$ cat config.mk
export PLATFORM = sky130hd
export DESIGN_NAME = uart_rx
export DESIGN_NICKNAME = d
export VERILOG_FILES = /design/src/rtl/uart_rx.sv
export SDC_FILE = /design/constraint.sdc
export NUM_CORES = 1
export LEC_CHECK = 0
export ABC_CLOCK_PERIOD_IN_PS = 11500
export BUFFER_PORTS_ARGS = -buffer_cell sky130_fd_sc_hd__buf_2
export CAP_MARGIN = 20
export CORE_AREA = 2 2 109 111
export DETAILED_ROUTE_END_ITERATION = 12
export DIE_AREA = 0 0 111 113
export MAX_ROUTING_LAYER = met4
export PLACE_DENSITY = 0.58
export SETUP_SLACK_MARGIN = 0.2
export SKIP_CTS_REPAIR_TIMING = 1
export SLEW_MARGIN = 30
export SYNTH_ARGS = -nofsm -noshare
export SYNTH_HDL_FRONTEND = slang
export SYNTH_SLANG_ARGS = --single-unit
$ cat constraint.sdc
create_clock -name clk -period 11.5 [get_ports clk]
set_input_delay 0.575 -clock clk [delete_from_list [all_inputs] [get_ports clk]]
set_output_delay 0.575 -clock clk [all_outputs]
set_load 0.02 [all_outputs]
$ cat src/rtl/uart_rx.sv
// UART receiver with 4-entry byte FIFO on the 8-bit register bus.
// Define UART_RX_PARITY_EN for 8E1 frames with a live perr flag; default is 8N1.
module uart_rx #(
    parameter logic [7:0] PERIOD = 8'h1A,
    parameter int         DEPTH  = 4
) (
    input  logic       clk,
    input  logic       reset,
    input  logic       wren,
    input  logic       rden,
    input  logic [7:0] din,
    output logic [7:0] dout,
    input  logic       rxin,
    input  logic [2:0] addr,
    output logic       rxirq
);

    localparam int AW = $clog2(DEPTH);

    typedef enum logic [2:0] {
        IDLE, START, DATA, STOP
`ifdef UART_RX_PARITY_EN
        , PAR
`endif
    } state_t;

    state_t state, state_n;

    logic          rs1, rxs, rxd;
    logic [7:0]    div, dv, cnt, shreg;
    logic [2:0]    idx;
    logic [7:0]    mem [DEPTH];
    logic [AW-1:0] wptr, rptr;
    logic [AW:0]   count;
    logic          ovr, ferr, perr;
    logic          avail, full, busy, fall;
    logic          t_half, t_full, cnt_clr;
    logic          shift, push_req, push_ok, pop;
    logic          ferr_set, ovr_set, perr_set;
    logic          wr1, wr2;
    logic [2:0]    clr;
    logic [7:0]    status, rdata;

    // divisors below 2 would never let the half-bit point differ from zero
    assign dv      = (div < 8'd2) ? 8'd2 : div;
    assign t_half  = cnt == (dv >> 1);
    assign t_full  = cnt == dv - 8'd1;
    assign fall    = rxd & ~rxs;
    assign busy    = state != IDLE;
    assign cnt_clr = (state == IDLE) || (state_n != state) || shift;

    assign avail = count != '0;
    assign full  = count == (AW+1)'(DEPTH);
    assign rxirq = avail;

    assign pop     = rden && addr == 3'd0 && avail;
    assign push_ok = push_req && (!full || pop);
    assign ovr_set = push_req && full && !pop;

    assign wr1 = wren && addr == 3'd1;
    assign wr2 = wren && addr == 3'd2 && !busy;
    assign clr = wr1 ? din[4:2] : 3'b000;

    assign status = {2'b00, busy, perr, ovr, ferr, full, avail};

    always_ff @(posedge clk or posedge reset) begin
        if (reset) begin
            rs1 <= 1'b1;
            rxs <= 1'b1;
            rxd <= 1'b1;
        end else begin
            rs1 <= rxin;
            rxs <= rs1;
            rxd <= rxs;
        end
    end

    always_ff @(posedge clk or posedge reset) begin
        if (reset) state <= IDLE;
        else       state <= state_n;
    end

    always_comb begin
        state_n = state;
        unique case (state)
            IDLE:  if (fall) state_n = START;
            START: if (t_half) state_n = rxs ? IDLE : DATA;
            DATA:
                if (t_full && idx == 3'd7) begin
`ifdef UART_RX_PARITY_EN
                    state_n = PAR;
`else
                    state_n = STOP;
`endif
                end
`ifdef UART_RX_PARITY_EN
            PAR:   if (t_full) state_n = STOP;
`endif
            STOP:  if (t_full) state_n = IDLE;
            default: state_n = IDLE;
        endcase
    end

    always_comb begin
        shift    = 1'b0;
        push_req = 1'b0;
        ferr_set = 1'b0;
        perr_set = 1'b0;
        unique case (state)
            DATA: shift = t_full;
            STOP: begin
                push_req = t_full && rxs;
                ferr_set = t_full && !rxs;
            end
`ifdef UART_RX_PARITY_EN
            PAR:  perr_set = t_full && (rxs != ^shreg);
`endif
            default: ;
        endcase
    end

    always_ff @(posedge clk or posedge reset) begin
        if (reset) begin
            cnt   <= '0;
            idx   <= '0;
            shreg <= '0;
        end else begin
            cnt <= cnt_clr ? 8'd0 : cnt + 8'd1;
            if (state == START) idx <= '0;
            else if (shift)     idx <= idx + 3'd1;
            if (shift) shreg[idx] <= rxs;
        end
    end

    always_ff @(posedge clk or posedge reset) begin
        if (reset) begin
            wptr  <= '0;
            rptr  <= '0;
            count <= '0;
            for (int i = 0; i < DEPTH; i++) mem[i] <= '0;
        end else begin
            if (push_ok) begin
                mem[wptr] <= shreg;
                wptr      <= wptr + AW'(1);
            end
            if (pop) rptr <= rptr + AW'(1);
            case ({push_ok, pop})
                2'b10:   count <= count + (AW+1)'(1);
                2'b01:   count <= count - (AW+1)'(1);
                default: ;
            endcase
        end
    end

    // hardware set dominates a same-cycle software clear
    always_ff @(posedge clk or posedge reset) begin
        if (reset) begin
            ferr <= 1'b0;
            ovr  <= 1'b0;
            div  <= PERIOD;
        end else begin
            ferr <= (ferr & ~clr[0]) | ferr_set;
            ovr  <= (ovr & ~clr[1]) | ovr_set;
            if (wr2) div <= din;
        end
    end

`ifdef UART_RX_PARITY_EN
    always_ff @(posedge clk or posedge reset) begin
        if (reset) perr <= 1'b0;
        else       perr <= (perr & ~clr[2]) | perr_set;
    end
`else
    assign perr = 1'b0;
`endif

    always_comb begin
        rdata = '0;
        unique case (1'b1)
            addr == 3'd0: rdata = avail ? mem[rptr] : 8'h00;
            addr == 3'd1: rdata = status;
            addr == 3'd2: rdata = div;
            default:      rdata = '0;
        endcase
    end

    always_ff @(posedge clk or posedge reset) begin
        if (reset)     dout <= '0;
        else if (rden) dout <= rdata;
    end

endmodule

==> results.yml, run 1 <==
min_path:
  min_from: "rxin"
  hold_depth: 1
  hold_end: "rs1"
  worstHoldPathType: "in -> reg"
synth:
  syn_nets: 410
  ys_ff_latch: 82
  yosysSeqAreaShare_pct: 46.4
  ys_async_sr_fraction_pct: 100
  synth_ff_type: "dfrtp_1"
  yosys.area.top_type: "dfrtp_1"
  syn_inst: 384
  synth.most_common_cell: "dfrtp_1"
  synthTopCellsByCount: "76 x dfrtp_1, 46 x mux2_2, 19 x inv_1"
  synth_edf_count: 0
  yosysWarnings: 0
  synth_area_um2: 4440
  synth.distinct_cells: 59
  synth_top_area_share_pct: 42.8
  syn_avg_cell_area_um2: 11.6
  synthTopCellsByArea: "dfrtp_1 43%, mux2_2 12%, mux4_2 4.1%, dfstp_2 3.5%, xor2_1 3.2%"
worst_setup_path:
  critPathArrivalTime_ns: 3.97
  r2r-start: "div[5]"
  end_kind: "flop"
  r2r_cells: 16
  start_kind: "flop"
  required_ns: 11.76
  cp_max_fo: 21
  path_class: "reg -> reg"
  rr_endpoint: "count[2]"
  worst-r2r-setup-slack_ns: 7.79
run:
  maxCapViolations: 0
floorplan:
  fp.dieW_um: 111
  initial_core_util_pct: 39.4
  die_area_um2: 12500
  rows: 39
  fp.dieH_um: 113
  num_io_pins: 25
  fp.coreArea_um2: 11300
detailed_routing:
  drtIter0Drc: 274
  wl_per_cell_um: 17.6
  first_pass_iters: 4
  drc: 0
  ant_nets: 0
  wirelength_um: 9720
  avgViaCountPerCell: 5.55
  route.vias.total: 3060
sta:
  fin_setup_tns_ns: 0
  report.final.slew_viol_count: 0
  skew_ns: 0.0116
  setup_violations: 0
  worst_pin_slew_ns: 0.753
  fin_hold_ws_ns: 0.347
  max_freq_mhz: 270
  fin_crit_sh_pct: 32.2
  hold_violations: 0
  grt_setup_unrepaired: "false"
  fin_crit_ns: 3.71
  maxSlewHeadroom_pct: 49.8
clocking:
  cts_htree_levels: 3
  clkTransAtPathRegs_ns: 0.07
  cts-buffers-inserted: 9
  clk_path_buf_depth: 2
  tritoncts: "yes"
  clk_latency_ns: 0.34
  clock-sinks: 82
  cts_root_buf: "clkbuf_16"
placement:
  dpl.hpwl_um: 6730
  placed_area_um2: 4680
  place.gp.congestion: 0.859
  io_buffers: 24
global_routing:
  grt_pass1_vias: 3110
  grt_usage_pct: 17.0
  grt_pass1_wl_um: 16600
  grt_max_degree: 83
  antenna_found_initial: 0
  gr-total-overflow: 0
pwr:
  ir_drop_uv: 122
  power.density_nw_per_um2: 167
  leakage_nw: 2.16
layout:
  syn_to_final_growth_pct: 12.3
  drive_above_1_share_pct: 28.2
  nFillCells: 1025
  nets: 429
  fin_area_um2: 4990
  antenna_cells: 0
status:
  outcome: "finished clean"
## critical path, cell delays in order (launching register included)
cell	delay [ns]
dfrtp_1	0.46
or4_4	0.59
or3_1	0.34
o21ai_0	0.19
ha_1	0.27
xnor2_1	0.14
nor2_1	0.06
nand4_1	0.08
buf_4	0.30
nor2_1	0.10
nand2_1	0.09
ha_1	0.18
inv_1	0.06
fa_1	0.37
xor2_1	0.15
nor2_1	0.11
xor2_1	0.14
## state kept, by name, indices dropped and copies added (netlist names)
name   count
cnt        8
div        8
rxs        1
wptr       2
rptr       2
rs1        1
ovr        1
state      3
idx        3
ferr       1
rxd        1
dout       8
mem       32
count      3
shreg      8
## cells by family (layout without fill, tap and decap cells)
kind of cell	count (synthesis)	in the layout	share of synthesized area, %
AND/OR/NAND/NOR	118	118	16.9
flip-flops	82	82	46.4
adder cells (fa/ha/maj)	10	10	2.99
AO/OA/AOI/OAI	51	51	8.17
multiplexers	57	57	16.5
buffers and inverters	39	63	3.86
other	1	1	0.0844
XOR/XNOR	26	26	5.13
## stage by stage
stage | worst slack (ns) | util [%] | power (mW) | instances
floorplan | 7.63 | - | 0.502 | 384
global placement | 7.88 | 41.4 | 0.535 | 535
detailed placement | 7.80 | 41.5 | 0.540 | 535
CTS | 7.78 | 44.2 | 0.843 | 551
global route | 7.52 | 44.2 | 0.872 | 551
finish | 7.79 | 44.2 | 0.834 | 551
## power by group
group / switching (mW) / internal, mW
clock network: 0.125 / 0.177
logic: 0.103 / 0.0699
registers: 0.0503 / 0.310
total: 0.277 / 0.557
## placed cells by master, fill, tap and decap left out, drive strengths merged, types with 3 or more instances in the layout
cell and n:
o31ai 3, xor2 16, ha 9, mux2 49, buf 28, nor4 18
a21oi 7, o22ai 9, nand2b 5, nor4b 3, clkbuf 10, inv 21
nand3 10, nor2 17, mux4 8, o21ai 5, a22oi 5, or3 10
nor3 15, dfrtp 76, nand2 16, dfstp 6, nand4 5, xnor2 10
nor2b 6
## layout make-up
cell class	instances	area (µm²)	share of cell area [%]
Multi-Input combinational cell	263	2210	44.3
Sequential cell	82	2060	41.3
Clock buffer	10	239	4.79
Clock inverter	6	71.3	1.43
Inverter	19	72.6	1.46
Tap cell	143	179	3.59
Timing Repair Buffer	28	154	3.09
## per-layer routing
layer  global-route usage (%)  vias to the layer above  wire (µm)
met2                     25.8                       58       4560
met1                     23.3                     1543       4630
met4                     5.75                        0        147
met3                     3.05                       11        385
met5                        -                        -          0
li1                         -                     1448          -
## how the worst max path moves through the flow
stage | start | end | slack (ns) | cells past startpoint
after floorplan | div[5] | count[2] | 7.63 | 18
after global placement | div[5] | mem[4] | 7.88 | 10
after detailed placement | div[5] | count[2] | 7.80 | 16
after CTS | div[5] | count[2] | 7.78 | 16
after global routing | div[5] | count[2] | 7.52 | 16
final | div[5] | count[2] | 7.79 | 16
(Power assumes the default switching activity.)
==> inputs of run 2 (changes only) <==
--- a/config.mk
+++ b/config.mk
@@ -5,7 +5,7 @@
 export SDC_FILE = /design/constraint.sdc
 export NUM_CORES = 1
 export LEC_CHECK = 0
-export ABC_CLOCK_PERIOD_IN_PS = 11500
+export ABC_CLOCK_PERIOD_IN_PS = 3700
 export BUFFER_PORTS_ARGS = -buffer_cell sky130_fd_sc_hd__buf_2
 export CAP_MARGIN = 20
 export CORE_AREA = 2 2 109 111
==> constraint.sdc (replaced) <==
create_clock -name clk -period 3.7 [get_ports clk]
set_input_delay 0.185 -clock clk [delete_from_list [all_inputs] [get_ports clk]]
set_output_delay 0.185 -clock clk [all_outputs]
set_load 0.02 [all_outputs]
==> run 2 against run 1 <==
Compared with the run above: register-to-register slack got worse by 7.4 ns; core utilization rose by 0.65 points; combinational power rose to 3.4 times the previous value; non-clock buffer count rose by 10; setup slack got worse by 7.4 ns; power rose to 3.1 times the previous value; critical path type unchanged; sequential share of layout area fell by 0.60 points; clock skew fell by 0.0021 ns; final area rose by 1.5%; sequential cell count did not move; sequential power rose to 3.1 times the previous value; final cell count rose by 1.8%.
==> results.yml, run 2 (synthesis gave the netlist of run 1 again) <==
status:
  outcome: "finished clean"
detailed_routing:
  drc: 0
  ant_nets: 0
  route.vias.total: 3106
  avgViaCountPerCell: 5.54
  wirelength_um: 9820
  wl_per_cell_um: 17.5
  first_pass_iters: 4
  drtIter0Drc: 313
sta:
  setup_violations: 0
  fin_setup_tns_ns: 0
  fin_crit_ns: 3.34
  fin_hold_ws_ns: 0.0752
  skew_ns: 0.00959
  max_freq_mhz: 299
  fin_crit_sh_pct: 90.4
  report.final.slew_viol_count: 0
  maxSlewHeadroom_pct: 50.6
  hold_violations: 0
  grt_setup_unrepaired: "false"
  worst_pin_slew_ns: 0.742
floorplan:
  fp.dieH_um: 113
  die_area_um2: 12500
  initial_core_util_pct: 39.4
  fp.coreArea_um2: 11300
  rows: 39
  fp.dieW_um: 111
  num_io_pins: 25
min_path:
  worstHoldPathType: "in -> reg"
layout:
  regMostFlops: "mem"
  antenna_cells: 0
  final_cells: 561
  largest_reg_flops: 32
  drive_above_1_share_pct: 30.6
  mostFrequentLayoutCell: "dfrtp_1"
  nFillCells: 1036
  final_cell_mix: "76 x dfrtp_1, 46 x mux2_2, 24 x buf_2, 18 x inv_1, 16 x xor2_1"
  nets: 439
  syn_to_final_growth_pct: 13.9
  final_util_pct: 44.9
worst_setup_path:
  path_class: "reg -> reg"
  end_kind: "flop"
  required_ns: 3.93
  critPathArrivalTime_ns: 3.57
  crit_chain: "or4_4 -> or3_4 -> o21ai_2 -> ha_2 -> xnor2_1 -> nor2_1 -> nand4_1 -> buf_4 -> or4_1 -> mux2_2"
  cp_max_fo: 20
  start_kind: "flop"
  crit_path_max_incr_delay_ns: 0.59
  cpMaxStageDelayCell: "or4_1"
  crit_family: "simple AND/OR/NAND/NOR gates"
  path_buf_inv: 1
placement:
  placedCellCount: 543
  io_buffers: 24
  dpl.hpwl_um: 6840
  place.gp.congestion: 0.826
pwr:
  leakage_nw: 2.20
  fin_total_pwr_mw: 2.58
  power.density_nw_per_um2: 509
  ir_drop_uv: 315
global_routing:
  grt_pass1_wl_um: 16600
  grt_pass1_vias: 3164
  grt_max_degree: 43
  antenna_found_initial: 0
  gr-total-overflow: 0
  grt_usage_pct: 17.2
clocking:
  cts_root_buf: "clkbuf_16"
  cts_htree_levels: 3
  cts-buffers-inserted: 9
  clkTransAtPathRegs_ns: 0.07
  tritoncts: "yes"
  clk_path_buf_depth: 2
  clk_latency_ns: 0.34
  clock-sinks: 82
run:
  maxCapViolations: 0
-- run 2: changes by cell type in the layout (fill, tap and decap cells not counted), sizes merged --
cell / previous run / this run
bufinv: 1 / 0
inv: 21 / 23
clkbuf: 10 / 9
buf: 28 / 36
dlygate4sd3: 0 / 2
-- run 2: path summary, 6_finish.rpt --
kind	from	endpoint	slack (ns)	depth (start not counted)
setup / recovery	div[5]	wptr[1]	0.36	10
hold / removal	din[0]	div[0]	0.08	2
setup reg to reg	div[5]	wptr[1]	0.36	10
hold reg to reg	rs1	rxs	0.36	0
max in group asynchronous	reset	mem[8]	2.23	4
min in group asynchronous	reset	state[2]	0.49	3
-- run 2: metal layers --
metal | part of all wire (%) | vias to the layer above | track usage, %
li1 | - | 1466 | -
met1 | 47 | 1574 | 22.7
met2 | 48 | 57 | 27.2
met3 | 3.8 | 9 | 3.80
met4 | 1.0 | 0 | 4.25
met5 | 0 | - | -
-- run 2: cell type report --
cell class / count / area [µm²] / area share [%]
inverter: 19 / 72.6 / 1.43
multi-input combinational: 263 / 2230 / 44.0
clock inverter: 7 / 66.3 / 1.31
clock buffer: 9 / 225 / 4.45
timing repair buffer: 38 / 230 / 4.55
tap: 143 / 179 / 3.54
sequential: 82 / 2060 / 40.7
-- run 2: power by group --
| part | switching, mW | internal (mW) | leakage, nW | total [mW] |
|---|---|---|---|---|
| registers | 0.142 | 0.963 | 1.11 | 1.11 |
| logic | 0.346 | 0.241 | 0.960 | 0.586 |
| clock network | 0.410 | 0.474 | 0.138 | 0.884 |
| total | 0.898 | 1.68 | 2.20 | 2.58 |
-- run 2: stage by stage --
step / setup slack [ns] / cell area [µm²]
finish: 0.356 / 5060
detailed placement: 0.408 / 4730
global placement: 0.453 / 4730
CTS: 0.384 / 5030
global route: 0.201 / 5060
floorplan: 0.121 / 4460
==> inputs of run 3 (changes only) <==
--- a/config.mk
+++ b/config.mk
@@ -6,13 +6,14 @@
 export NUM_CORES = 1
 export LEC_CHECK = 0
 export ABC_CLOCK_PERIOD_IN_PS = 3700
-export BUFFER_PORTS_ARGS = -buffer_cell sky130_fd_sc_hd__buf_2
 export CAP_MARGIN = 20
 export CORE_AREA = 2 2 109 111
+export CTS_BUF_LIST = sky130_fd_sc_hd__clkbuf_4 sky130_fd_sc_hd__clkbuf_8 sky130_fd_sc_hd__clkbuf_16
 export DETAILED_ROUTE_END_ITERATION = 12
 export DIE_AREA = 0 0 111 113
+export DONT_BUFFER_PORTS = 1
 export MAX_ROUTING_LAYER = met4
-export PLACE_DENSITY = 0.58
+export PLACE_DENSITY = 0.56
 export SETUP_SLACK_MARGIN = 0.2
 export SKIP_CTS_REPAIR_TIMING = 1
 export SLEW_MARGIN = 30
==> run 3 against run 2 <==
Compared with the run above: register-to-register slack worse by 0.03 ns; first-iteration DRC count fell by 37%; power up 4.7%; die area unchanged; sequential power is essentially flat; setup slack worse by 0.027 ns; sequential share of layout area down 0.34 points; critical path type unchanged; highest routed layer unchanged.
==> results.yml, run 3 (synthesis gave the netlist of run 1 again) <==
global_routing:
  grt_pass1_vias: 3103
  grt_pass1_wl_um: 16400
  antenna_found_initial: 0
  gr-total-overflow: 0
  grt_max_degree: 43
  grt_usage_pct: 17.1
clocking:
  clk_latency_ns: 0.34
  clk_path_buf_depth: 2
  clock-sinks: 82
  clkTransAtPathRegs_ns: 0.06
  cts-buffers-inserted: 9
  cts_root_buf: "clkbuf_16"
  cts_htree_levels: 3
  tritoncts: "yes"
detailed_routing:
  drc: 0
  route.vias.total: 3043
  wl_per_cell_um: 18.1
  m1WireLength_um: 4780
  ant_nets: 0
  wirelength_um: 9960
  dr_wl_met3_um: 386
  first_pass_iters: 4
  drtIter0Drc: 198
  avgViaCountPerCell: 5.53
  highest_layer: "met4"
  wl_met2_um: 4640
floorplan:
  fp.dieW_um: 111
  initial_core_util_pct: 39.4
  num_io_pins: 25
  rows: 39
  die_area_um2: 12500
  fp.dieH_um: 113
  fp.coreArea_um2: 11300
sta:
  grt_setup_unrepaired: "false"
  maxSlewHeadroom_pct: 48.0
  hold_violations: 0
  setup_violations: 0
  fin_setup_tns_ns: 0
  worst_pin_slew_ns: 0.780
  max_freq_mhz: 297
  skew_ns: 0.00748
  fin_crit_sh_pct: 91.1
  report.final.slew_viol_count: 0
  fin_crit_ns: 3.37
status:
  outcome: "finished clean"
worst_setup_path:
  start_kind: "flop"
  path_class: "reg -> reg"
  critPathArrivalTime_ns: 3.60
  cp_max_fo: 15
  worst-r2r-setup-slack_ns: 0.33
  cpMaxStageDelayCell: "or4_1"
  crit_chain: "or4_4 -> or3_4 -> o21ai_2 -> ha_2 -> xnor2_1 -> nor2_1 -> nand4_1 -> buf_4 -> or4_1 -> mux2_2"
  required_ns: 3.93
  end_kind: "flop"
  crit_path_max_incr_delay_ns: 0.59
layout:
  final_cell_mix: "76 x dfrtp_1, 46 x mux2_2, 18 x inv_1, 16 x xor2_1, 16 x buf_4"
  mostFrequentLayoutCell: "dfrtp_1"
  regMostFlops: "mem"
  antenna_cells: 0
  final_cells: 550
  syn_to_final_growth_pct: 14.9
  nets: 428
  drive_above_1_share_pct: 26.8
  largest_reg_flops: 32
placement:
  dpl.hpwl_um: 6980
  io_buffers: 0
  place.gp.congestion: 0.831
  placedCellCount: 521
pwr:
  fin_total_pwr_mw: 2.70
  leakage_nw: 2.17
  ir_drop_uv: 320
  power.density_nw_per_um2: 529
run:
  maxCapViolations: 0
min_path:
  worstHoldPathType: "in -> reg"
run 3: cell count changes in the layout (fill, tap and decap cells not counted):
| cell | delta |
|---|---|
| clkinvlp_4 | -1 |
| inv_8 | -3 |
| buf_4 | +4 |
| ha_1 | -1 |
| clkbuf_8 | +1 |
| bufinv_16 | +2 |
| dlygate4sd3_1 | +9 |
| ha_2 | +1 |
| buf_2 | -24 |
| clkbuf_4 | +1 |
run 3: through the flow:
step / hold slack, ns / utilization, % / setup slack (ns) / area (µm²)
global placement: 0.190 / 41.1 / 0.439 / 4630
finish: 0.0590 / 45.3 / 0.329 / 5100
detailed placement: 0.190 / 41.1 / 0.367 / 4630
floorplan: 0.189 / - / 0.121 / 4460
CTS: -0.171 / 44.0 / 0.346 / 4960
global route: 0.0621 / 45.3 / 0.204 / 5100
run 3: path summary, 6_finish.rpt:
check                                 to  depth (start not counted)    from
max in group asynchronous       shreg[1]                          3   reset
worst min-delay path                ferr                          2  din[2]
min in group asynchronous         idx[0]                          2   reset
worst max register to register   wptr[1]                         10  div[4]
worst max-delay path             wptr[1]                         10  div[4]
worst min register to register       rxs                          0     rs1
run 3: cell type report:
cell class	count	area [µm²]
multi-input cells	263	2230
fillers	1025	6170
clock inverters	5	85.1
clock buffers	11	246
well taps	143	179
inverters	19	72.6
repair buffers	27	230
flip-flops and latches	82	2060
run 3: critical path, delay by kind of cell (launching register included):
kind | cells | cell delay [ns]
muxes | 1 | 0.30
DFF | 1 | 0.37
xor gates and xnor gates | 1 | 0.12
AOI/OAI and AO/OA | 1 | 0.12
and+or+nand+nor | 5 | 1.78
buffers and inverters | 1 | 0.28
adders and majority gates | 1 | 0.28
run 3: routing by layer:
layer / vias up / global-route usage (%)
met5: - / -
li1: 1450 / -
met3: 15 / 3.70
met4: 0 / 5.75
met2: 51 / 27.2
met1: 1527 / 22.0
run 3: power breakdown:
group | switching (mW) | total (mW) | internal (mW)
Combinational | 0.346 | 0.597 | 0.251
Sequential | 0.142 | 1.11 | 0.964
Clock | 0.372 | 0.994 | 0.622
Total | 0.861 | 2.70 | 1.84
